**src/rtl/bist_pkg.sv**
```systemverilog
// Shared types and default constants for the BIST response analyzer.
package bist_pkg;

  typedef enum logic [1:0] {
    IDLE    = 2'd0,
    CAPTURE = 2'd1,
    COMPARE = 2'd2,
    DONE    = 2'd3
  } bist_state_t;

  // CRC-16-CCITT style feedback taps
  localparam logic [15:0] DEFAULT_POLY = 16'h1021;

  // One test-mode phase of the comparator pattern source
  localparam int unsigned DEFAULT_PATTERNS = 100;

endpackage

```
**src/rtl/misr.sv**
```systemverilog
// Multiple-input signature register.
// Ports:
//   clk  - rising-edge clock
//   rst  - asynchronous active-high reset, loads SEED
//   load - synchronous reseed to SEED (wins over en)
//   en   - compact din into the signature this edge
//   din  - response vector, zero-extended into the low stages
//   sig  - current signature
module misr #(
  parameter int unsigned             WIDTH = 2,
  parameter int unsigned             SIG_W = 16,
  parameter logic [SIG_W-1:0]        POLY  = SIG_W'(16'h1021),
  parameter logic [SIG_W-1:0]        SEED  = '0
) (
  input  logic             clk,
  input  logic             rst,
  input  logic             load,
  input  logic             en,
  input  logic [WIDTH-1:0] din,
  output logic [SIG_W-1:0] sig
);

  logic [SIG_W-1:0] r_sig;
  logic [SIG_W-1:0] w_sig_nxt;
  logic [SIG_W-1:0] w_din_ext;

  // Shift left, fold the outgoing MSB back through the taps, then mix in the response
  always_comb begin
    w_din_ext = {{(SIG_W-WIDTH){1'b0}}, din};
    w_sig_nxt = {r_sig[SIG_W-2:0], 1'b0} ^ (r_sig[SIG_W-1] ? POLY : '0) ^ w_din_ext;
  end

  always_ff @(posedge clk or posedge rst) begin
    if (rst) begin
      r_sig <= SEED;
    end else if (load) begin
      r_sig <= SEED;
    end else if (en) begin
      r_sig <= w_sig_nxt;
    end
  end

  assign sig = r_sig;

endmodule

```
**src/rtl/bist_response_analyzer.sv**
```systemverilog
// Output-response analyzer: compacts PATTERNS valid response vectors into a
// MISR signature, then compares it against a golden value.
// Ports:
//   clk, rst   - rising-edge clock, asynchronous active-high reset
//   start      - begin a run (honoured in IDLE and DONE only)
//   resp_valid - resp is to be compacted this cycle (CAPTURE only)
//   resp       - DUT response vector {obs, Y}
//   golden     - expected signature, sampled in COMPARE
//   busy       - high in CAPTURE and COMPARE
//   done       - high in DONE
//   pass       - signature matched golden (valid while done)
//   signature  - current MISR contents
//   count      - samples accepted in the current run
module bist_response_analyzer
  import bist_pkg::*;
#(
  parameter int unsigned      WIDTH    = 2,
  parameter int unsigned      SIG_W    = 16,
  parameter logic [SIG_W-1:0] POLY     = SIG_W'(DEFAULT_POLY),
  parameter logic [SIG_W-1:0] SEED     = '0,
  parameter int unsigned      PATTERNS = DEFAULT_PATTERNS
) (
  input  logic                              clk,
  input  logic                              rst,
  input  logic                              start,
  input  logic                              resp_valid,
  input  logic [WIDTH-1:0]                  resp,
  input  logic [SIG_W-1:0]                  golden,
  output logic                              busy,
  output logic                              done,
  output logic                              pass,
  output logic [SIG_W-1:0]                  signature,
  output logic [$clog2(PATTERNS+1)-1:0]     count
);

  localparam int unsigned CNT_W = $clog2(PATTERNS + 1);

  bist_state_t      r_state;
  bist_state_t      w_state_nxt;
  logic [CNT_W-1:0] r_count;
  logic             r_busy;
  logic             r_done;
  logic             r_pass;
  logic             w_busy_nxt;
  logic             w_done_nxt;
  logic             w_start;
  logic             w_accept;
  logic             w_last;
  logic [SIG_W-1:0] w_sig;

  // start is only honoured from IDLE or DONE; samples only in CAPTURE below the limit
  assign w_start  = start && ((r_state == IDLE) || (r_state == DONE));
  assign w_accept = resp_valid && (r_state == CAPTURE) && (r_count != CNT_W'(PATTERNS));
  assign w_last   = w_accept && (r_count == CNT_W'(PATTERNS - 1));

  // State register
  always_ff @(posedge clk or posedge rst) begin
    if (rst) begin
      r_state <= IDLE;
    end else begin
      r_state <= w_state_nxt;
    end
  end

  // Next-state logic
  always_comb begin
    w_state_nxt = r_state;
    unique case (r_state)
      IDLE:    if (w_start) w_state_nxt = CAPTURE;
      CAPTURE: if (w_last)  w_state_nxt = COMPARE;
      COMPARE: w_state_nxt = DONE;
      DONE:    if (w_start) w_state_nxt = CAPTURE;
      default: w_state_nxt = IDLE;
    endcase
  end

  // Status outputs decoded from the upcoming state so they can be registered
  always_comb begin
    w_busy_nxt = 1'b0;
    w_done_nxt = 1'b0;
    unique case (w_state_nxt)
      CAPTURE, COMPARE: w_busy_nxt = 1'b1;
      DONE:             w_done_nxt = 1'b1;
      default: ;
    endcase
  end

  // Status, result and sample counter registers
  always_ff @(posedge clk or posedge rst) begin
    if (rst) begin
      r_busy  <= 1'b0;
      r_done  <= 1'b0;
      r_pass  <= 1'b0;
      r_count <= '0;
    end else begin
      r_busy <= w_busy_nxt;
      r_done <= w_done_nxt;
      if (w_start) begin
        r_pass  <= 1'b0;
        r_count <= '0;
      end else begin
        if (r_state == COMPARE) begin
          r_pass <= (w_sig == golden);
        end
        if (w_accept) begin
          r_count <= r_count + CNT_W'(1);
        end
      end
    end
  end

  misr #(
    .WIDTH (WIDTH),
    .SIG_W (SIG_W),
    .POLY  (POLY),
    .SEED  (SEED)
  ) u_misr (
    .clk  (clk),
    .rst  (rst),
    .load (w_start),
    .en   (w_accept),
    .din  (resp),
    .sig  (w_sig)
  );

  assign busy      = r_busy;
  assign done      = r_done;
  assign pass      = r_pass;
  assign signature = w_sig;
  assign count     = r_count;

endmodule

```
**config.mk**
```make
export PLATFORM = sky130hd
export DESIGN_NAME = bist_response_analyzer
export DESIGN_NICKNAME = d
export VERILOG_FILES = /design/src/rtl/bist_pkg.sv /design/src/rtl/misr.sv /design/src/rtl/bist_response_analyzer.sv
export SDC_FILE = /design/constraint.sdc
export NUM_CORES = 1
export LEC_CHECK = 0
export CAP_MARGIN = 20
export CORE_MARGIN = 3
export CORE_UTILIZATION = 50
export DETAILED_ROUTE_END_ITERATION = 6
export PLACE_DENSITY = 0.85
export SYNTH_ARGS = -nofsm -noshare
export SYNTH_HDL_FRONTEND = slang
export SYNTH_HIERARCHICAL = 1
export SYNTH_SLANG_ARGS = --single-unit
```
**constraint.sdc**
```tcl
create_clock -name clk -period 4.7 [get_ports clk]
set_clock_uncertainty 0.05 [all_clocks]
set_input_delay 0.94 -clock clk [delete_from_list [all_inputs] [get_ports clk]]
set_output_delay 0.94 -clock clk [all_outputs]
set_load 0.05 [all_outputs]
```
==> flow_summary.ini <==
[critical_path]
cp_data_arrival_time_ns = 1.76
startpoint = u_misr/sig[15]
endpoint_kind = output port
path_delay_family = buffers and inverters
slowest_stage = clkdlybuf4s50_1
r2r-start = r_state[1]
critPathKind = flip-flop to output port
cp.required_ns = 3.71
slowest_delay_ns = 0.88
path_cells = clkdlybuf4s50_1
critPathLaunchType = flip-flop
critical_path_buf_inv_count = 1
crit_fanout = 6

[global_route]
grt_max_degree = 26
grt_pass1_wl_um = 5430
gr-total-overflow = 0
antenna_found_initial = 0
grt_pass1_vias = 1168
grt.total_usage = 0.193

[clocking]
clockBufferDepth = 2
cts_tree = yes
path_clk_slew_ns = 0.15
cts_sinks = 28
htreeDepth = 1
holdBufCountCts = 0
cts-root-buf = clkbuf_4
cts_resized = 0
tritoncts.num_buffers = 3
clk_latency_ns = 0.32
post-cts-setup-buffers = 0

[route]
met2_length_um = 1770
routedWlPerCell_um = 15.6
first_iter_violations = 69
wl_met3_um = 178
drtAntennaViolNets = 0
vias = 1218
wl_um = 3450
drc = 0
detail_route.first_pass.iterations = 4
avgViaCountPerCell = 5.51
met1_length_um = 1460
highest_layer = met4

[pwr]
pwr_density_cell_nw_per_um2 = 490
intPower_uw = 541
swShare = 0.470
leakage_uw = 0.000913
power_switching_uw = 479
p_seq_frac = 0.355
pwr-share-clk = 0.113
peakVddDrop_v = 0.000351
comb_power_share = 0.532
power_uw = 1020

[sta]
hold_viol = 0
post-route-period-util = 0.584
rsz0062_at_grt = false
worst_slew_pin_slew_ns = 0.914
setup_tns_ns = 0
setup_viol = 0
relSlewSlack = 0.391
hold-worst-slack_ns = 0.492
period_minus_slack_ns = 2.75
maxSlewViolCount = 0
fmax_mhz = 364

[yosys]
synth_xor_area_frac = 0.135
synth_fp_nets = 171
yosysUniqueCellTypes = 30
synth_top_family_by_area = simple AND/OR/NAND/NOR gates
synth-simple-area-share = 0.136
synthAdderAreaFrac = 0.0481
synthMuxAreaShare = 0.0994
avgSynthCellArea_um2 = 10.9
synth.cell_area_um2 = 1560
yosysWarnings = 6
synth_compound_area_frac = 0.0946
synthCells = 143
synth-seq-cells = 28
ys_seq_area_frac = 0.449

[placed_design]
hpwl_um = 2660
routabilityCongestion = 0.780
dp_cells = 217
postPlaceCellArea_um2 = 2040
io_buffer_count = 47

[floorplan]
die_area_um2 = 3830
start_util = 0.547
die_w_um = 61.9
fp.coreArea_um2 = 2850
fp.dieH_um = 61.9
io_pins = 48
core.rowCount = 19

[finish]
fillCellCount = 209
syn2layout_area_growth_pct = 33.4
design_area_um2 = 2080
finalNetCount = 219
drive_gt1_frac = 0.0684
final_cells = 221
n_antenna_cell = 0

[outcome]
status = finished, final reports clean

[flow_run]
cap_violations = 0

[hold_path]
min_from = pass
hold_class = flip-flop to flip-flop
-- power by group through the flow --
stage               Combinational [uW]  Sequential, uW  Clock [uW]
floorplan                          218             525           0
global placement                   531             364           0
detailed placement                 544             368           0
CTS                                545             364         117
global route                       577             372         129
finish                             543             362         115
-- metal layers --
layer | track usage | up-vias
met2 | 0.333 | 41
met4 | 0.0576 | 0
met1 | 0.248 | 594
met3 | 0.0331 | 4
met5 | 0 | -
li1 | - | 579
-- layout make-up --
type | count | area (um^2) | share of cell area
repair buffers | 47 | 470 | 0.226
well taps | 31 | 38.8 | 0.0186
inverters | 9 | 33.8 | 0.0162
clock buffers | 4 | 36.3 | 0.0174
multi-input cells | 102 | 801 | 0.385
flip-flops and latches | 28 | 701 | 0.337
-- placed cells by master, fill, tap and decap left out, drive strengths merged, types with 2 or more instances in the layout --
master	Yosys	final
o32a	2	2
ha	6	6
nor2	23	23
clkbuf	1	4
nand2	7	7
inv	9	9
mux2i	14	14
a21oi	2	2
clkdlybuf4s50	0	47
xnor2	9	9
dfrtp	28	28
xor2	15	15
a211oi	4	4
nor4	5	5
nand4	2	2
-- sequential cells by signal, summed over array words and instances, names as in the netlist --
signal,cells
busy,1
count,7
done,1
pass,1
r_state,2
u_misr/sig,16
-- cells by family (layout without fill, tap and decap cells) --
| group | after synthesis | after routing |
|---|---|---|
| AND/OR/NAND/NOR | 44 | 44 |
| flip-flops | 28 | 28 |
| XOR/XNOR | 24 | 24 |
| multiplexers | 15 | 15 |
| AO/OA/AOI/OAI | 13 | 13 |
| buffers and inverters | 13 | 60 |
| adder cells (fa/ha/maj) | 6 | 6 |
-- synthesized netlist by cell type --
master / n / area, um^2
o21a_1: 1 / 7.51
a2111oi_4: 1 / 27.5
inv_1: 9 / 33.8
nand3b_1: 1 / 7.51
dfrtp_1: 28 / 701
and4b_1: 1 / 10.0
a31oi_4: 1 / 21.3
nor2_1: 23 / 86.3
nand2_1: 7 / 26.3
and3_1: 1 / 6.26
a211oi_2: 3 / 37.5
nor2b_1: 1 / 6.26
a211oi_1: 1 / 7.51
xnor2_1: 9 / 78.8
mux2i_1: 14 / 140
nor4_1: 5 / 31.3
clkbuf_2: 1 / 5.00
buf_2: 1 / 5.00
a21oi_1: 2 / 10.0
o21ai_0: 1 / 5.00
o32a_2: 2 / 22.5
ha_1: 6 / 75.1
nand3_1: 1 / 5.00
mux2_4: 1 / 15.0
buf_4: 2 / 15.0
nand4_1: 2 / 12.5
xor2_1: 15 / 131
o32ai_1: 1 / 8.76
nor3_1: 1 / 5.00
and4bb_4: 1 / 16.3
-- final timing paths --
check / to / slack (ns) / depth (start not counted)
setup / recovery: signature[15] / 1.95 / 1
hold / removal: pass / 0.49 / 2
setup reg to reg: u_misr/sig[11] / 2.53 / 6
hold reg to reg: pass / 0.49 / 2
max in group asynchronous: u_misr/sig[0] / 3.24 / 2
min in group asynchronous: busy / 0.88 / 2
-- worst min-delay path: stages (launching register included) --
cell and delay [ns]:
dfrtp_1 0.38, nand3b_1 0.07, o21ai_0 0.07
-- metrics by stage --
stage	utilization	setup slack, ns
floorplan	-	2.47
global placement	0.717	1.88
detailed placement	0.717	1.83
CTS	0.729	1.93
global route	0.729	1.85
finish	0.729	1.95
No activity file was read; power rests on OpenSTA's default activity.
